`src/rtl/score_digit_scheduler.sv`:
```
// Binary score to decimal digits via sequential double-dabble, committed during vertical
// blanking, plus a registered slot decoder that time-shares one numbers sprite across all digits.
module score_digit_scheduler #(
    parameter int NUM_DIGITS  = 4,
    parameter int SCORE_WIDTH = 14,
    parameter int X0          = 100,
    parameter int PITCH       = 32,
    parameter int COMMIT_LINE = 720,
    parameter int LZ_BLANK    = 1
) (
    input  logic                    pixel_clk_in,
    input  logic                    rst_in,
    input  logic [10:0]             hcount_in,
    input  logic [9:0]              vcount_in,
    input  logic [SCORE_WIDTH-1:0]  score_in,
    input  logic                    score_valid_in,
    output logic                    score_ready_out,
    output logic [3:0]              number_out,
    output logic [10:0]             x_out,
    output logic                    blank_out,
    output logic [4*NUM_DIGITS-1:0] digits_out
);

    localparam int BCD_W = 4 * NUM_DIGITS;
    localparam int CNT_W = $clog2(SCORE_WIDTH + 1);

    function automatic longint unsigned pow10(input int n);
        longint unsigned r;
        r = 1;
        for (int i = 0; i < n; i++) r = r * 10;
        return r;
    endfunction

    localparam longint unsigned MAX_SCORE = pow10(NUM_DIGITS) - 1;

    typedef enum logic [1:0] {
        IDLE,
        CONVERT,
        HOLD
    } state_t;

    state_t                         state;
    logic [SCORE_WIDTH-1:0]         bin_q;
    logic [BCD_W-1:0]               bcd_q;
    logic [BCD_W-1:0]               pending_q;
    logic [CNT_W-1:0]               cnt_q;

    logic [BCD_W-1:0]               bcd_adj;
    logic [BCD_W+SCORE_WIDTH-1:0]   shifted;
    logic [SCORE_WIDTH-1:0]         score_sat;
    logic                           transfer;
    logic                           commit;

    assign transfer = score_valid_in && score_ready_out;
    assign commit   = (hcount_in == 11'd0) && (vcount_in == 10'(COMMIT_LINE));

    // NOTE: every always_comb output gets a default before any branch, so no latch is inferred.
    always_comb begin
        bcd_adj = bcd_q;
        for (int i = 0; i < NUM_DIGITS; i++) begin
            if (bcd_q[4*i +: 4] >= 4'd5) bcd_adj[4*i +: 4] = bcd_q[4*i +: 4] + 4'd3;
        end
        shifted = {bcd_adj, bin_q} << 1;
    end

    // Scores past the displayable range saturate to all nines.
    always_comb begin
        score_sat = score_in;
        if (64'(score_in) > MAX_SCORE) score_sat = SCORE_WIDTH'(MAX_SCORE);
    end

    // NOTE: sequential state uses non-blocking assignments only; blocking here would race other flops.
    always_ff @(posedge pixel_clk_in) begin
        if (rst_in) begin
            state           <= IDLE;
            score_ready_out <= 1'b0;
            bin_q           <= '0;
            bcd_q           <= '0;
            pending_q       <= '0;
            cnt_q           <= '0;
            digits_out      <= '0;
        end else begin
            score_ready_out <= 1'b0;
            case (state)
                IDLE: begin
                    if (transfer) begin
                        bin_q <= score_sat;
                        bcd_q <= '0;
                        cnt_q <= CNT_W'(SCORE_WIDTH);
                        state <= CONVERT;
                    end else begin
                        score_ready_out <= 1'b1;
                    end
                end
                CONVERT: begin
                    bcd_q <= shifted[BCD_W+SCORE_WIDTH-1 -: BCD_W];
                    bin_q <= shifted[SCORE_WIDTH-1:0];
                    cnt_q <= cnt_q - 1'b1;
                    if (cnt_q == CNT_W'(1)) begin
                        pending_q <= shifted[BCD_W+SCORE_WIDTH-1 -: BCD_W];
                        state     <= HOLD;
                    end
                end
                HOLD: begin
                    if (commit) begin
                        digits_out <= pending_q;
                        state      <= IDLE;
                    end
                end
                default: state <= IDLE;
            endcase
        end
    end

    logic        slot_hit;
    logic [3:0]  slot_num;
    logic [10:0] slot_x;
    logic        slot_lz;
    logic [3:0]  digit;
    logic        zero_run;

    // Comparator chain over slot windows; zero_run tracks whether digits 0..k are all zero.
    always_comb begin
        slot_hit = 1'b0;
        slot_num = 4'd0;
        slot_x   = 11'(X0);
        slot_lz  = 1'b0;
        digit    = 4'd0;
        zero_run = 1'b1;
        for (int k = 0; k < NUM_DIGITS; k++) begin
            digit    = digits_out[4*(NUM_DIGITS-1-k) +: 4];
            zero_run = zero_run && (digit == 4'd0);
            if (int'(hcount_in) >= X0 + k*PITCH && int'(hcount_in) < X0 + (k+1)*PITCH) begin
                slot_hit = 1'b1;
                slot_num = digit;
                slot_x   = 11'(X0 + k*PITCH);
                slot_lz  = (LZ_BLANK != 0) && (k < NUM_DIGITS-1) && zero_run;
            end
        end
    end

    always_ff @(posedge pixel_clk_in) begin
        if (rst_in) begin
            number_out <= 4'd0;
            x_out      <= 11'(X0);
            blank_out  <= 1'b1;
        end else begin
            number_out <= slot_num;
            x_out      <= slot_x;
            blank_out  <= !slot_hit || slot_lz;
        end
    end

endmodule
```
`config.mk`:
```
export PLATFORM = sky130hd
export DESIGN_NAME = score_digit_scheduler
export DESIGN_NICKNAME = d
export VERILOG_FILES = /design/src/rtl/score_digit_scheduler.sv
export SDC_FILE = /design/constraint.sdc
export NUM_CORES = 1
export LEC_CHECK = 0
export BUFFER_PORTS_ARGS = -buffer_cell sky130_fd_sc_hd__buf_2
export CORE_UTILIZATION = 50
export DETAILED_ROUTE_END_ITERATION = 12
export PLACE_DENSITY = 0.75
export SYNTH_ARGS = -nofsm -noshare
export SYNTH_HDL_FRONTEND = slang
export SYNTH_SLANG_ARGS = --single-unit
```
`constraint.sdc`:
```
create_clock -name pixel_clk_in -period 1.46 [get_ports pixel_clk_in]
set_input_delay 0.146 -clock pixel_clk_in [delete_from_list [all_inputs] [get_ports pixel_clk_in]]
set_output_delay 0.146 -clock pixel_clk_in [all_outputs]
set_load 0.01 [all_outputs]
```
==> results of run 1 <==
[metal layers]
| layer | part of all wire (%) | up-vias | track usage, % |
|---|---|---|---|
| li1 | - | 1728 | - |
| met1 | 42 | 1658 | 30.25 |
| met2 | 50 | 134 | 43.75 |
| met3 | 5.2 | 22 | 4.713 |
| met4 | 2.4 | 0 | 13.71 |
| met5 | 0 | - | 0 |
[cell families (layout without fill, tap and decap cells)]
group	count (synthesis)	count (layout)	share of synthesized area, %
AOI/OAI and AO/OA	97	97	18.01
xor gates and xnor gates	5	5	1.196
adders and majority gates	10	10	3.416
buffers and inverters	42	147	5.910
DFF	77	77	42.09
muxes	20	20	5.466
other	2	8	0.2051
and+or+nand+nor	174	174	23.71
[worst paths after layout]
kind	startpoint	to
max	bcd_q[12]	pending_q[14]
min	score_valid_in	score_ready_out
min reg2reg	pending_q[6]	pending_q[6]
max reg2reg	bcd_q[12]	pending_q[14]
[registers in the layout (all words and copies together) (netlist names), 2 cells and up]
register,flops
cnt_q,4
digits_out,16
bin_q,14
state,2
pending_q,16
bcd_q,16
number_out,4
x_out,3
[timing repair]
| item | 4_1_cts | 5_1_grt |
|---|---|---|
| cloned | 0 | 0 |
| resized for setup | 13 | 43 |
| pin swaps | 5 | 15 |
| endpoints found under the setup margin | 21 | 54 |
| setup buffers | 1 | 7 |
[worst max-delay path, stage by stage (launching register included)]
cell,delay (ns)
dfxtp_4,0.36
inv_2,0.05
ha_2,0.21
nand2b_4,0.06
a21oi_4,0.19
mux2i_2,0.31
nand2_1,0.11
a21oi_1,0.14
[final cells by class]
type | instances | area, um2
multi-input cells | 314 | 2120
clock inverters | 5 | 81.33
fillers | 512 | 2064
repair buffers | 120 | 807.0
clock buffers | 11 | 151.4
inverters | 11 | 43.79
well taps | 96 | 120.1
flip-flops and latches | 77 | 1556
[power by group through the flow]
| stage | Clock [uW] | Sequential [uW] | Combinational, uW |
|---|---|---|---|
| after global placement | 0 | 2240 | 490 |
| after global routing | 1970 | 2200 | 592 |
| after floorplan | 0 | 2240 | 315 |
| final | 1860 | 2200 | 536 |
| after CTS | 1880 | 2200 | 510 |
| after detailed placement | 0 | 2250 | 504 |
[through the flow]
stage / util [%] / power (uW) / setup slack [ns] / instance area, um2
final: 70.27 / 4597 / -0.03084 / 4880
after global routing: 70.27 / 4770 / -0.08231 / 4880
after CTS: 67.32 / 4591 / -0.01023 / 4674
after detailed placement: 63.12 / 2750 / -0.1926 / 4383
after global placement: 63.12 / 2734 / -0.1268 / 4383
after floorplan: - / 2553 / -0.06945 / 3701
[cell usage in the layout, fill, tap and decap left out, drive strengths merged, types with 8 or more instances in the layout]
cell type  instances
buf              120
a21oi             25
inv               12
ha                10
dfxtp             77
o21ai             16
mux2i             20
nor2              61
clkbuf            11
conb               8
nand2             39
nand2b            12
nand3             10
a211oi             8
a22oi             16
nor3              19
==> results.md, run 1 <==
- Vias post-DR: 3,542
- Setup TNS: -0.03977 ns
- Setup skew after layout: 0.01158 ns
- Post-synth top cells: 77 x dfxtp_1, 61 x nor2_1, 38 x nand2_1
- Final hold vios: 0
- Nets: 581
- Worst min path class: in -> reg
- Number of instances in the placed design: 610
- Mean Syn Cell Area: 8.577 um2
- Overall Global Routing Usage: 25.48%
- Vias/cell: 5.587
- Worst vdd ir: 589.4 uV
- Synth area leader: dfxtp_1
- Max-cap violations: 0
- Relative slew margins: 60.69%
- Post-synthesis sequential area ratio: 42.09%
- Drt total wl: 9.432 mm
- Post-synth EDFFs: 0
- Pwr/cell area: 942.0 mW/mm2
- Worst EP arrival: 1.79 ns
- TritonCTS clock tree: yes
- FP Rows: 30
- Switching share of power: 24.91%
- Area grow syn2layout: 33.24%
- Most frequent cell after synthesis: dfxtp_1
- Detailed Routing Iterations Pass 1: 5
- Worst hold stages: 2
- Final setup viols: 2
- Fmax: 670.8 MHz
- Failing checks: negative setup slack
- Critical-path maximum fanout: 4
- Final Cycle Share: 102.1%
- Clock-pin slew on the worst setup and hold paths: 0.09 ns
- DR iter-0 viols: 295
- Setup ws final: -0.03084 ns
- Dpl hpwl: 6.250 mm
- Total gr overflow: 0
- Reg2reg setup slack: -0.03 ns
- CP endpoint kind: register
- Cell variety after synth: 49
- Pin count of the biggest net entering global routing: 71
- P_sw: 1145 uW
- Status: finished with violations
- Fin crit period: 1.491 ns
- TritonCTS Sinks: 77
- Global-route wire length before repair: 15.12 mm
- Clock share of power: 40.6%
- Mapped cell area: 0.003662 mm2
- Antenna viol nets, final: 0
- Sequential Power Share: 47.8%
- Main synth FF type: dfxtp_1
- Worst Path Required: 1.76 ns
- Comb pwr share: 11.7%
- Boundary Pins: 71
- Final slew viol count: 0
- Synth warn: 0
- Vias in the first global route: 3,360
- Starting Density: 52.74%
- Startpoint Class: register
- Routed len/inst: 14.88 um
- Die area: 0.007671 mm2
- Maximum buffer depth of the clock tree: 2
- Internal power: 3452 uW
- Initial antenna violation count: 0
- CTS Hold Bufs: 0
- Mapped Cells: 427
- Yosys top cell area share: 42.09%
- Share of flip-flops with an asynchronous set or reset: 0%
- Residual DRC: 0
- Leakage: 0.001921 uW
- Ranking of synthesized cells by area: dfxtp_1 42%, nor2_1 6.3%, mux2i_1 5.5%
- Final Non-Filler Cells: 634
- RSZ-0062 raised after global routing: true
- Reg2reg path depth: 7
- Layout cells sized above 1: 34.76%
- Clock Latency Late Sink: 0.36 ns
- Clk root buf: clkbuf_8
- Die Width: 87.59 um
- ANT cells: 0
- Core Area: 0.006944 mm2
- PortBufs: 62
- Cts bufs inserted: 9
- Setup CP Type: reg -> reg
- Die height: 87.59 um
- H-tree levels: 3
- Register bit total from synthesis: 77
- Worst-margin pin slew: 0.5843 ns
- WHS: 0.01711 ns
- Final Wtd Congestion: 0.8323
No activity file was read; power rests on OpenSTA's default activity.
==> inputs of run 2 (changes only) <==
- CTS_CLUSTER_SIZE: unset -> 24
- TNS_END_PERCENT: unset -> 5
==> results.md, run 2 (synthesized netlist as in run 1, its figures left out) <==
- Final setup viols: 1 (-1)
- Die area: 0.007671 mm2 (unchanged)
- Worst EP arrival: 1.76 ns (-0.03 ns)
- Max-cap violations: 0 (unchanged)
- Critical-path maximum fanout: 3 (-1)
- Layout cells sized above 1: 32.01% (-2.8 points)
- PortBufs: 62 (unchanged)
- RSZ-0062 raised after global routing: true
- Die height: 87.59 um (unchanged)
- Vias post-DR: 3,456 (-2.4%)
- Boundary Pins: 71 (unchanged)
- Fin crit period: 1.465 ns (-0.02619 ns)
- TritonCTS Sinks: 77 (unchanged)
- Dpl hpwl: 6.410 mm (+2.6%)
- Die Width: 87.59 um (unchanged)
- Most frequent cells in the layout: 68 x dfxtp_1, 62 x buf_2, 61 x nor2_1, 43 x buf_4, 38 x nand2_1
- Worst vdd ir: 656.3 uV (+11%)
- Starting Density: 52.74% (unchanged)
- Critical path origin: bcd_q[9]
- Detailed Routing Iterations Pass 1: 6 (+1)
- Worst min path class: in -> reg
- Vias/cell: 5.538 (-0.86%)
- Failing checks: negative setup slack
- Status: finished with violations
- FP Rows: 30 (unchanged)
- Setup skew after layout: 0.01052 ns (-0.001068 ns)
- Pin count of the biggest net entering global routing: 71 (unchanged)
- Initial antenna violation count: 0 (unchanged)
- WHS: 0.03920 ns (+0.02208 ns)
- Cts bufs inserted: 9 (unchanged)
- Drt total wl: 9.115 mm (-3.4%)
- Final slew viol count: 0 (unchanged)
- FF-to-FF Start: bcd_q[9]
- Startpoint Class: register
- Leakage: 0.001884 uW (-2.0%)
- Final instance area: 0.004738 mm2 (-2.9%)
- CP max-delay cell: dfxtp_2
- Post-DP Area: 0.004375 mm2 (-0.17%)
- Residual DRC: 0 (unchanged)
- TritonCTS clock tree: yes
- Worst-path cell chain: inv_2, ha_1, nand2b_4, a21oi_4, mux2i_1, nand2_1, a21oi_2
- CP endpoint kind: register
- Relative slew margins: 64.27% (+3.6 points)
- Clock Latency Late Sink: 0.35 ns (about the same)
- Nets: 572 (-1.5%)
- HP Start: score_valid_in
- Final Wtd Congestion: 0.8997 (+8.1%)
- Leading cell type in the layout, fill and taps excluded: dfxtp_1
- Worst-margin pin slew: 0.5311 ns (-0.05315 ns)
- Clk root buf: clkbuf_8
- Setup ws final: -0.004653 ns (+0.02619 ns)
- Total gr overflow: 0 (unchanged)
- Core Area: 0.006944 mm2 (unchanged)
- H-tree levels: 3 (unchanged)
- Worst Path Required: 1.75 ns (about the same)
- Pwr/cell area: 916.4 mW/mm2 (-2.7%)
- CTS Hold Bufs: 0 (unchanged)
- Antenna viol nets, final: 0 (unchanged)
- Fillers: 557 (+8.8%)
- DR iter-0 viols: 183 (-38%)
- Maximum buffer depth of the clock tree: 2 (unchanged)
- Routed len/inst: 14.61 um (-1.8%)
- Area grow syn2layout: 29.38%
- Vias in the first global route: 3,239 (-3.6%)
- Top Registers: bcd_q x16, digits_out x16, pending_q x16
- ANT cells: 0 (unchanged)
- Post-CTS Setup Repair Bufs: 0 (-1)
- Setup CP Type: reg -> reg
- Final Cycle Share: 100.3% (-1.8 points)
- Fmax: 682.8 MHz (+1.8%)
- Clock-pin slew on the worst setup and hold paths: 0.08 ns (about the same)
- Overall Global Routing Usage: 24.61% (-0.86 points)
- Global-route wire length before repair: 14.71 mm (-2.7%)
- Final hold vios: 0 (unchanged)
- Largest stage delay on the critical path: 0.33 ns (-0.03 ns)
[run 2: cell types whose count changed in the layout (fill, tap and decap cells not counted), sizes merged]
cell,change
buf,-9
bufinv,-1
clkinv,+1
inv,-1
[run 2: final cells by class]
cell class	count	area, um2	share of cell area [%]
Clock inverter	4	47.55	1.003
Tap cell	96	120.1	2.535
Sequential cell	77	1553	32.77
Multi-Input combinational cell	314	2090	44.10
Timing Repair Buffer	111	735.7	15.53
Clock buffer	11	151.4	3.195
Inverter	11	41.29	0.8714
[run 2: critical path, delay by kind of cell, from the launching register on]
kind	cells	cell delay, ns
compound gates	2	0.29
simple gates	2	0.28
buf+inv	1	0.04
mux	1	0.29
flops	1	0.33
fa+ha+maj	1	0.17
[run 2: power breakdown]
group / total [uW] / switching [uW] / internal, uW
clock: 1620 / 753 / 868
sequential: 2200 / 39.8 / 2160
combinational: 522 / 295 / 228
[run 2: metal layers]
metal	share of wire, %	GRT usage (%)
met1	44	31.47
met3	4.4	3.959
met2	49	40.13
met4	2.5	12.97
met5	0	0
[run 2: worst paths after layout]
path	slack, ns	endpoint	cells after the start
setup reg to reg	-0.005	pending_q[10]	7
hold / removal	0.04	score_ready_out	2
setup / recovery	-0.005	pending_q[10]	7
hold reg to reg	0.46	pending_q[9]	2
[run 2: metrics by stage]
stage,setup slack [ns],util [%],std cells,power [uW],setup TNS [ns]
4_1_cts,-0.03701,66.47,624,4361,-0.09786
3_5_place_dp,-0.2256,63.01,609,2750,-3.957
6_report,-0.004653,68.23,624,4342,-0.004653
2_1_floorplan,-0.06945,-,433,2552,-0.7442
3_3_place_gp,-0.1217,63.01,609,2735,-2.078
5_1_grt,-0.09060,68.23,624,4518,-0.9571
[run 2: timing repair]
item	4_1_cts	5_1_grt
gates resized for setup	11	31
hold endpoints to repair	0	0
cloned	0	0
pin swaps	4	8
setup endpoints to repair	18	45
